==> config.mk <==
export PLATFORM = sky130hd
export DESIGN_NAME = sipo_frame_rx_ctrl
export DESIGN_NICKNAME = d
export VERILOG_FILES = /design/src/rtl/sipo_frame_rx_ctrl.sv
export SDC_FILE = /design/constraint.sdc
export NUM_CORES = 1
export LEC_CHECK = 0
export BUFFER_PORTS_ARGS = -buffer_cell sky130_fd_sc_hd__buf_2
export CAP_MARGIN = 20
export CORE_UTILIZATION = 38
export CTS_BUF_LIST = sky130_fd_sc_hd__clkbuf_2
export CTS_CLUSTER_DIAMETER = 60
export DETAILED_ROUTE_END_ITERATION = 12
export REMOVE_ABC_BUFFERS = 1
export SLEW_MARGIN = 20
export SYNTH_ARGS = -nofsm -noshare
export SYNTH_HDL_FRONTEND = slang
export SYNTH_SLANG_ARGS = --single-unit
export TNS_END_PERCENT = 5
==> constraint.sdc <==
create_clock -name clk -period 3.3 [get_ports clk]
set_clock_uncertainty 0.2 [all_clocks]
set_input_delay 0.66 -clock clk [delete_from_list [all_inputs] [get_ports clk]]
set_output_delay 0.66 -clock clk [all_outputs]
set_load 0.02 [all_outputs]
==> src/rtl/sipo_frame_rx_ctrl.sv <==
// Framed serial receiver: start-bit detect, WIDTH-bit shift-in, stop-bit check,
// and a valid/ready holding register for the received word.
//
// state     | meaning
// ----------+---------------------------------------------------------------
// IDLE      | line idle, waiting for a 0 start bit
// SHIFT     | shifting data bits, one per clock
// STOP      | sampling the stop bit, publishing the word if it is 1
// WAIT_HIGH | bad stop bit seen, waiting for the line to return high
module sipo_frame_rx_ctrl #(
   parameter int WIDTH = 4
) (
   input  logic             clk,
   input  logic             rst,
   input  logic             serial_in,
   input  logic             data_ready,
   output logic [WIDTH-1:0] parallel_out,
   output logic [WIDTH-1:0] data_out,
   output logic             data_valid,
   output logic             busy,
   output logic             frame_err,
   output logic             overrun
);

   localparam int CW = $clog2(WIDTH + 1);
   localparam logic [CW-1:0] LAST_BIT = CW'(WIDTH - 1);

   typedef enum logic [1:0] {
      IDLE      = 2'd0,
      SHIFT     = 2'd1,
      STOP      = 2'd2,
      WAIT_HIGH = 2'd3
   } state_t;

   state_t        state;
   state_t        state_nxt;
   logic [CW-1:0] bit_cnt;
   logic          cnt_clr;
   logic          shift_en;
   logic          frame_good;
   logic          frame_bad;
   logic          load_word;

   // Frame state register.
   always_ff @(posedge clk or posedge rst) begin
      if (rst) begin
         state <= IDLE;
      end else begin
         state <= state_nxt;
      end
   end

   // Next-state decode and per-state datapath controls.
   always_comb begin
      state_nxt  = state;
      cnt_clr    = 1'b0;
      shift_en   = 1'b0;
      frame_good = 1'b0;
      frame_bad  = 1'b0;
      case (state)
         IDLE: begin
            if (!serial_in) begin
               state_nxt = SHIFT;
               cnt_clr   = 1'b1;
            end
         end
         SHIFT: begin
            shift_en = 1'b1;
            if (bit_cnt == LAST_BIT) begin
               state_nxt = STOP;
            end
         end
         STOP: begin
            if (serial_in) begin
               frame_good = 1'b1;
               state_nxt  = IDLE;
            end else begin
               frame_bad = 1'b1;
               state_nxt = WAIT_HIGH;
            end
         end
         WAIT_HIGH: begin
            if (serial_in) begin
               state_nxt = IDLE;
            end
         end
         default: state_nxt = IDLE;
      endcase
   end

   // A good frame is taken when the holding register is empty or being drained
   // on this same edge; otherwise the new word is dropped and overrun flagged.
   assign load_word = frame_good && (!data_valid || data_ready);
   assign busy      = (state == SHIFT) || (state == STOP);

   // Bit counter and shift register; parallel_out only moves while shifting.
   always_ff @(posedge clk or posedge rst) begin
      if (rst) begin
         bit_cnt      <= '0;
         parallel_out <= '0;
      end else begin
         if (cnt_clr) begin
            bit_cnt <= '0;
         end else if (shift_en) begin
            bit_cnt <= bit_cnt + 1'b1;
         end
         if (shift_en) begin
            parallel_out <= {parallel_out[WIDTH-2:0], serial_in};
         end
      end
   end

   // Output holding register, handshake and status pulses.
   always_ff @(posedge clk or posedge rst) begin
      if (rst) begin
         data_out   <= '0;
         data_valid <= 1'b0;
         frame_err  <= 1'b0;
         overrun    <= 1'b0;
      end else begin
         frame_err <= frame_bad;
         overrun   <= frame_good && data_valid && !data_ready;
         if (load_word) begin
            data_out   <= parallel_out;
            data_valid <= 1'b1;
         end else if (data_valid && data_ready) begin
            data_valid <= 1'b0;
         end
      end
   end

endmodule

* After elaboration in Yosys (flattened, before gate mapping)
Cells that the tools add are included.
** Cells by class
- Muxes and demuxes :: 15
- Equal/unequal tests :: 7
- Reduce and logical (&&, ||, !) cells :: 12
- Add/sub/neg operators :: 1
** Operators with widths (count)
- $mux 1 :: 8
- $mux 2 :: 4
- $pmux 2 s4 :: 1
- $mux 3 :: 2
- $ne 2x2->1 const B :: 3
- $eq 2x2->1 const B :: 2
- $logic_and 1x1->1 :: 4
- $reduce_bool 2->1 :: 2
- $add 3x1->3 const B :: 1
- $eq 3x2->1 const B :: 1
- $reduce_and 3->1 :: 1
- $eq 2x1->1 const B :: 1
- $logic_not 1->1 :: 2
- $logic_not 2->1 :: 1
- $logic_or 1x1->1 :: 2
** Word-level totals
- Bits in registers :: 16
- Word-level logic and storage cells :: 42
- Bits of input ports :: 4

* Depth between registers and ports, before layout
Gate-level depths: netlist of the first run.
- Word-level depth :: 4
- Depth in mapped cells :: 6
- Depth with buffers taken out :: 5

* Worst setup path after synthesis of the first run
No wires, ideal clock.
- Kind :: flip-flop to output port
- Start :: register state[0]
- End :: output port busy
- Cell stages (with the launch flop) :: 3
- Arrival time :: 0.826 ns
- Path slack :: 1.614 ns
- Path buffers :: 0
- Cells stage by stage :: dfrtp_1 inv_1 ha_1
** Between the ends
- Word-level cells in the longest chain between the ends :: 2
- Elaborated cells between the ends (all ways) :: 3
** RTL lines
- from (decl) :: RTL line 35 : state_t state;
- from (signal assigned) :: RTL line 49 : state <= state_nxt;
- $eq 2x1->1 or $eq 2x2->1 (tied branches) :: RTL line 94 : assign busy = (state == SHIFT) || (state == STOP);
- $logic_or 1x1->1 (*) :: RTL line 94
- to (decl) :: RTL line 20 : output logic busy,
Every way passes the cells marked *; elsewhere a longest branch is shown, timed or not.

* Worst setup path in the final report of the first run
Same ends and word-level chain as after synthesis.

==> results.yml, run 1 <==
critical_path:
  cpPeakStageDelay_ns: 0.42
  required_ns: 2.44
  cp_slowest_cell: "dfrtp_1"
  rr_worst_depth: 5
  crit_arrival_ns: 1.28
  setup.worst_path.end_class: "output pin"
  r2r_setup_slack_ns: 1.50
  path_max_fanout: 4
  path_class: "reg2out"
  startpoint_type: "flip-flop"
  crit_chain: "inv_1, ha_1, buf_2"
global_route:
  antenna_found_initial: 0
  grt_use_total_pct: 13.16
  overflow: 0
  grt_max_degree: 17
  grt_pass1_vias: 424
  grt_pass1_wl_um: 1897
sta:
  worst_pin_slew_ns: 0.5872
  setup_tns_ns: 0
  whs_ns: 0.2167
  relSlewSlack_pct: 60.81
  clock.fmax_mhz: 466.3
  finalMaxSlewViolations: 0
  finalCriticalPeriod_ns: 2.145
  hold_viol_final: 0
  rsz0062_at_grt: "no"
  fin_crit_sh_pct: 64.99
  setup_viol: 0
synthesis:
  ys_seq_area_share_pct: 53.87
  yosysWarnings: 0
  synth_cell_type_count: 16
  synthCells: 56
  netlist.area_leader.share_pct: 53.87
  yosysTopAreaCell: "dfrtp_1"
  syn_area_um2: 743.2
  synth_area_leaders: "dfrtp_1, mux2_2, ha_1"
  syn_avg_cell_area_um2: 13.27
  ys_seq_elements: 16
clock_tree:
  clkSlewWorstSetupHoldPaths_ns: 0.14
  cts_tree: "built"
  ctsHtreeMaxLevel: 1
  cts_sinks: 16
  clk_latency_ns: 0.28
  cts_resized: 0
  post_cts_buffers: 0
  ctsRootBufferMaster: "clkbuf_2"
  ctsHoldBuffers: 0
  numCtsBuffers: 3
  cts_buffer_depth: 2
job:
  maxCapViolCount: 0
die:
  io_pins: 16
  die_h_um: 46.23
  chipWidth_um: 46.23
  die_area_um2: 2137
  initial_core_util_pct: 41.68
  fp-row-count: 15
  core-area_um2: 1783
drt:
  viasPerCell: 4.510
  drt-initial-drc-count: 5
  drcViolationCount: 0
  drt_wl_total_um: 1175
  vias: 442
  ant_nets: 0
  wl_per_cell_um: 11.99
  drt_pass1_iterations: 4
power_and_ir_drop:
  power_frac_comb_pct: 51.1
  powerDensity_nw_per_um2: 1025
  p_leak_uw: 0.0004502
  p_switching_uw: 367.5
  switching_share_pct: 41.71
  pwr-share-seq_pct: 39.8
  peakVddDrop_uv: 429.3
  clock_power_share_pct: 9.1
  p_int_uw: 513.5
layout:
  fin_cells: 98
  area_growth_pct: 15.66
  layout_common_cells: "dfrtp_1, buf_2, mux2_2"
  drive_above_1_share_pct: 42.47
  nNetsFinal: 86
  n_antenna_cell: 0
  final_common_cell: "dfrtp_1"
outcome:
  status: "complete, no violations"
placement:
  dp.final_hpwl_um: 896.6
  port_buffers: 15
  gp_congestion: 0.7941
  dp_cells: 95
min_path:
  hp-class: "in2async"
==> registers in the layout, indices dropped and copies added, names as in the netlist <==
signal	cells
data_valid	1
bit_cnt	3
parallel_out	4
data_out	4
frame_err	1
state	2
overrun	1
==> metal layers <==
layer	vias to the layer above	routed length [µm]	global-route usage [%]
li1	221	-	-
met1	206	604	17.40
met2	11	496	18.03
met3	4	41	4.314
met4	0	33	8.824
met5	-	0	0
==> stage by stage <==
stage	setup slack, ns	instance area, µm²	utilization [%]	total power (µW)
finish	1.155	859.6	48.21	881.0
global route	1.054	859.6	48.21	958.2
CTS	1.144	859.6	48.21	892.2
detailed placement	1.483	844.6	47.37	809.2
global placement	1.498	844.6	47.37	801.9
floorplan	1.614	738.2	-	683.5
==> cell type report <==
class                           count  area [µm²]
Clock buffer                        3       15.01
Fill cell                         169       923.4
Inverter                            4       15.01
Multi-Input combinational cell     35       322.8
Sequential cell                    16       400.4
Tap cell                           25       31.28
Timing Repair Buffer               15       75.07
==> logic make-up (layout without fill, tap and decap cells) <==
logic type / count (synthesis) / after routing / share of synthesized area, %
DFF: 16 / 16 / 53.87
and+or+nand+nor: 13 / 13 / 10.94
muxes: 11 / 11 / 16.16
adders and majority gates: 7 / 7 / 11.78
buffers and inverters: 5 / 22 / 2.692
AOI/OAI and AO/OA: 3 / 3 / 3.368
xor gates and xnor gates: 1 / 1 / 1.179
==> path summary, 6_finish.rpt <==
check | start | end
setup reg to reg | state[1] | state[1]
hold / removal | rst | data_out[3]
max in group asynchronous | rst | state[1]
hold reg to reg | data_out[1] | data_out[1]
setup / recovery | state[0] | busy
min in group clk | data_out[1] | data_out[1]
==> cell usage after synthesis <==
cell type	instances
nand2b_4	1
nor2_1	5
mux2i_1	3
and2b_2	2
ha_1	7
nor2b_4	1
nand2_1	3
dfrtp_1	16
buf_2	1
o31a_1	1
mux2_2	8
inv_1	4
a31o_2	1
nand2b_1	1
xnor2_1	1
a211oi_1	1
==> power by group through the flow <==
stage,Combinational [µW],Clock [µW],Sequential [µW]
finish,450,80.3,351
CTS,457,85.4,350
global route,499,95.0,364
floorplan,262,0,421
detailed placement,454,0,355
global placement,446,0,356
==> critical path: cells and delay by family (launching register included) <==
kind	cells	cell delay (ns)
fa+ha+maj	1	0.32
buf+inv	2	0.27
flops	1	0.42
No activity file was read; power rests on OpenSTA's default activity.
==> run 2, diff against run 1 <==
- clock period: 3.3 -> 2.2 ns (I/O delays scaled with it)
==> run 2 against run 1 <==
Against the previous run: the flow now finishes with violations (hold timing); sequential share of layout area shrank 0.20 points; count of clock-buffer cells in the layout is the same; largest power group unchanged; cell count grew 1.0%; register-to-register slack lost 1.1 ns.
==> results.yml, run 2 (same netlist as run 1, synthesis figures left out) <==
outcome:
  status: "finished with violations"
  violations: "hold timing"
drt:
  vias: 455
  drt_wl_total_um: 1184
  drt-initial-drc-count: 3
  ant_nets: 0
  drt_pass1_iterations: 4
  drcViolationCount: 0
  drt-met1-wl_um: 574
  viasPerCell: 4.596
  wl_met2_um: 543
  wl_per_cell_um: 11.96
  wl_met3_um: 65
  highest_layer: "met3"
layout:
  area_growth_pct: 16.16
  fillCellCount: 173
  drive_above_1_share_pct: 41.89
  biggestRegsByFlops: "data_out (4), parallel_out (4), bit_cnt (3)"
  multi_input_comb_area_um2: 322.8
  final_common_cell: "dfrtp_1"
  ff_latch_area_um2: 400.4
  layout_common_cells: "dfrtp_1, buf_2, mux2_2"
  nNetsFinal: 86
  n_antenna_cell: 0
placement:
  gp_congestion: 0.6754
  dp.final_hpwl_um: 865
  port_buffers: 15
  place_ws_ns: 0.4083
die:
  die_area_um2: 2137
  io_pins: 16
  core-area_um2: 1783
  die_h_um: 46.23
  initial_core_util_pct: 41.68
  fp-row-count: 15
  chipWidth_um: 46.23
clock_tree:
  cts_resized: 0
  ctsHoldBuffers: 0
  post_cts_buffers: 0
  cts_tree: "built"
  clk_latency_ns: 0.28
  cts_buffer_depth: 2
  ctsHtreeMaxLevel: 1
  ctsRootBufferMaster: "clkbuf_2"
  numCtsBuffers: 3
  clkSlewWorstSetupHoldPaths_ns: 0.15
  cts_sinks: 16
power_and_ir_drop:
  powerDensity_nw_per_um2: 1536
  peakVddDrop_uv: 663.6
  p_int_uw: 769.0
  clock_power_share_pct: 9.9
  pwr-share-seq_pct: 39.6
  p_leak_uw: 0.0004518
  switching_share_pct: 42.00
  power_frac_comb_pct: 50.5
  p_switching_uw: 556.9
global_route:
  antenna_found_initial: 0
  grt_pass1_vias: 442
  grt_pass1_wl_um: 1938
  grt_max_degree: 17
  grt_use_total_pct: 13.56
  overflow: 0
critical_path:
  path_max_fanout: 4
  r2r_setup_slack_ns: 0.39
  reg2reg_from: "state[1]"
  crit_arrival_ns: 1.28
  required_ns: 1.56
  startpoint_type: "flip-flop"
  path_class: "reg2out"
  setup.worst_path.end_class: "output pin"
  rr_worst_depth: 5
  r2r-end: "state[1]"
sta:
  relSlewSlack_pct: 58.82
  fin_crit_sh_pct: 87.14
  hold_viol_final: 9
  finalMaxSlewViolations: 0
  rsz0062_at_grt: "no"
  worst_pin_slew_ns: 0.6170
  setup_viol: 0
  clock.fmax_mhz: 521.6
  setup_tns_ns: 0
  whs_ns: -0.003196
  finalCriticalPeriod_ns: 1.917
  setup_ws_ns: 0.2830
min_path:
  hp-class: "in2async"
job:
  maxCapViolCount: 0
run 2: area by class of cell:
cell class                 count  share of cell area, %
inverter                       4                  1.739
multi-input combinational     35                  37.39
clock inverter                 1                 0.4348
clock buffer                   3                  1.739
sequential                    16                  46.38
timing repair buffer          15                  8.696
tap                           25                  3.623
run 2: layer usage:
layer | vias up | global-route usage [%]
li1 | 220 | -
met1 | 219 | 16.38
met2 | 16 | 20.56
met3 | 0 | 5.490
met4 | 0 | 7.059
met5 | - | 0
run 2: how the worst max path moves through the flow:
stage / from / endpoint / cells past startpoint
floorplan: state[1] / state[1] / 5
global placement: state[1] / state[1] / 5
detailed placement: state[1] / state[1] / 5
CTS: state[1] / busy / 3
global route: state[0] / busy / 3
finish: state[0] / busy / 3
run 2: power by group through the flow:
stage                     registers (µW)  clock network, µW  logic [µW]
after floorplan                      632                  0         394
after global placement               533                  0         673
after detailed placement             533                  0         676
after CTS                            525                136         679
after global routing                 547                147         749
final                                525                132         669
run 2: per-stage QoR:
stage          total power (µW)  cells  utilization [%]  cell area, µm²
3_5_place_dp               1209     95            47.37           844.6
4_1_cts                    1341     99            48.42           863.3
6_report                   1326     99            48.42           863.3
2_1_floorplan              1025     55                -           738.2
5_1_grt                    1443     99            48.42           863.3
3_3_place_gp               1206     95            47.37           844.6
run 2: worst max-delay path, cell delays in order (launching register included):
cell and delay, ns:
dfrtp_1 0.43, inv_1 0.11, ha_1 0.30, buf_2 0.16
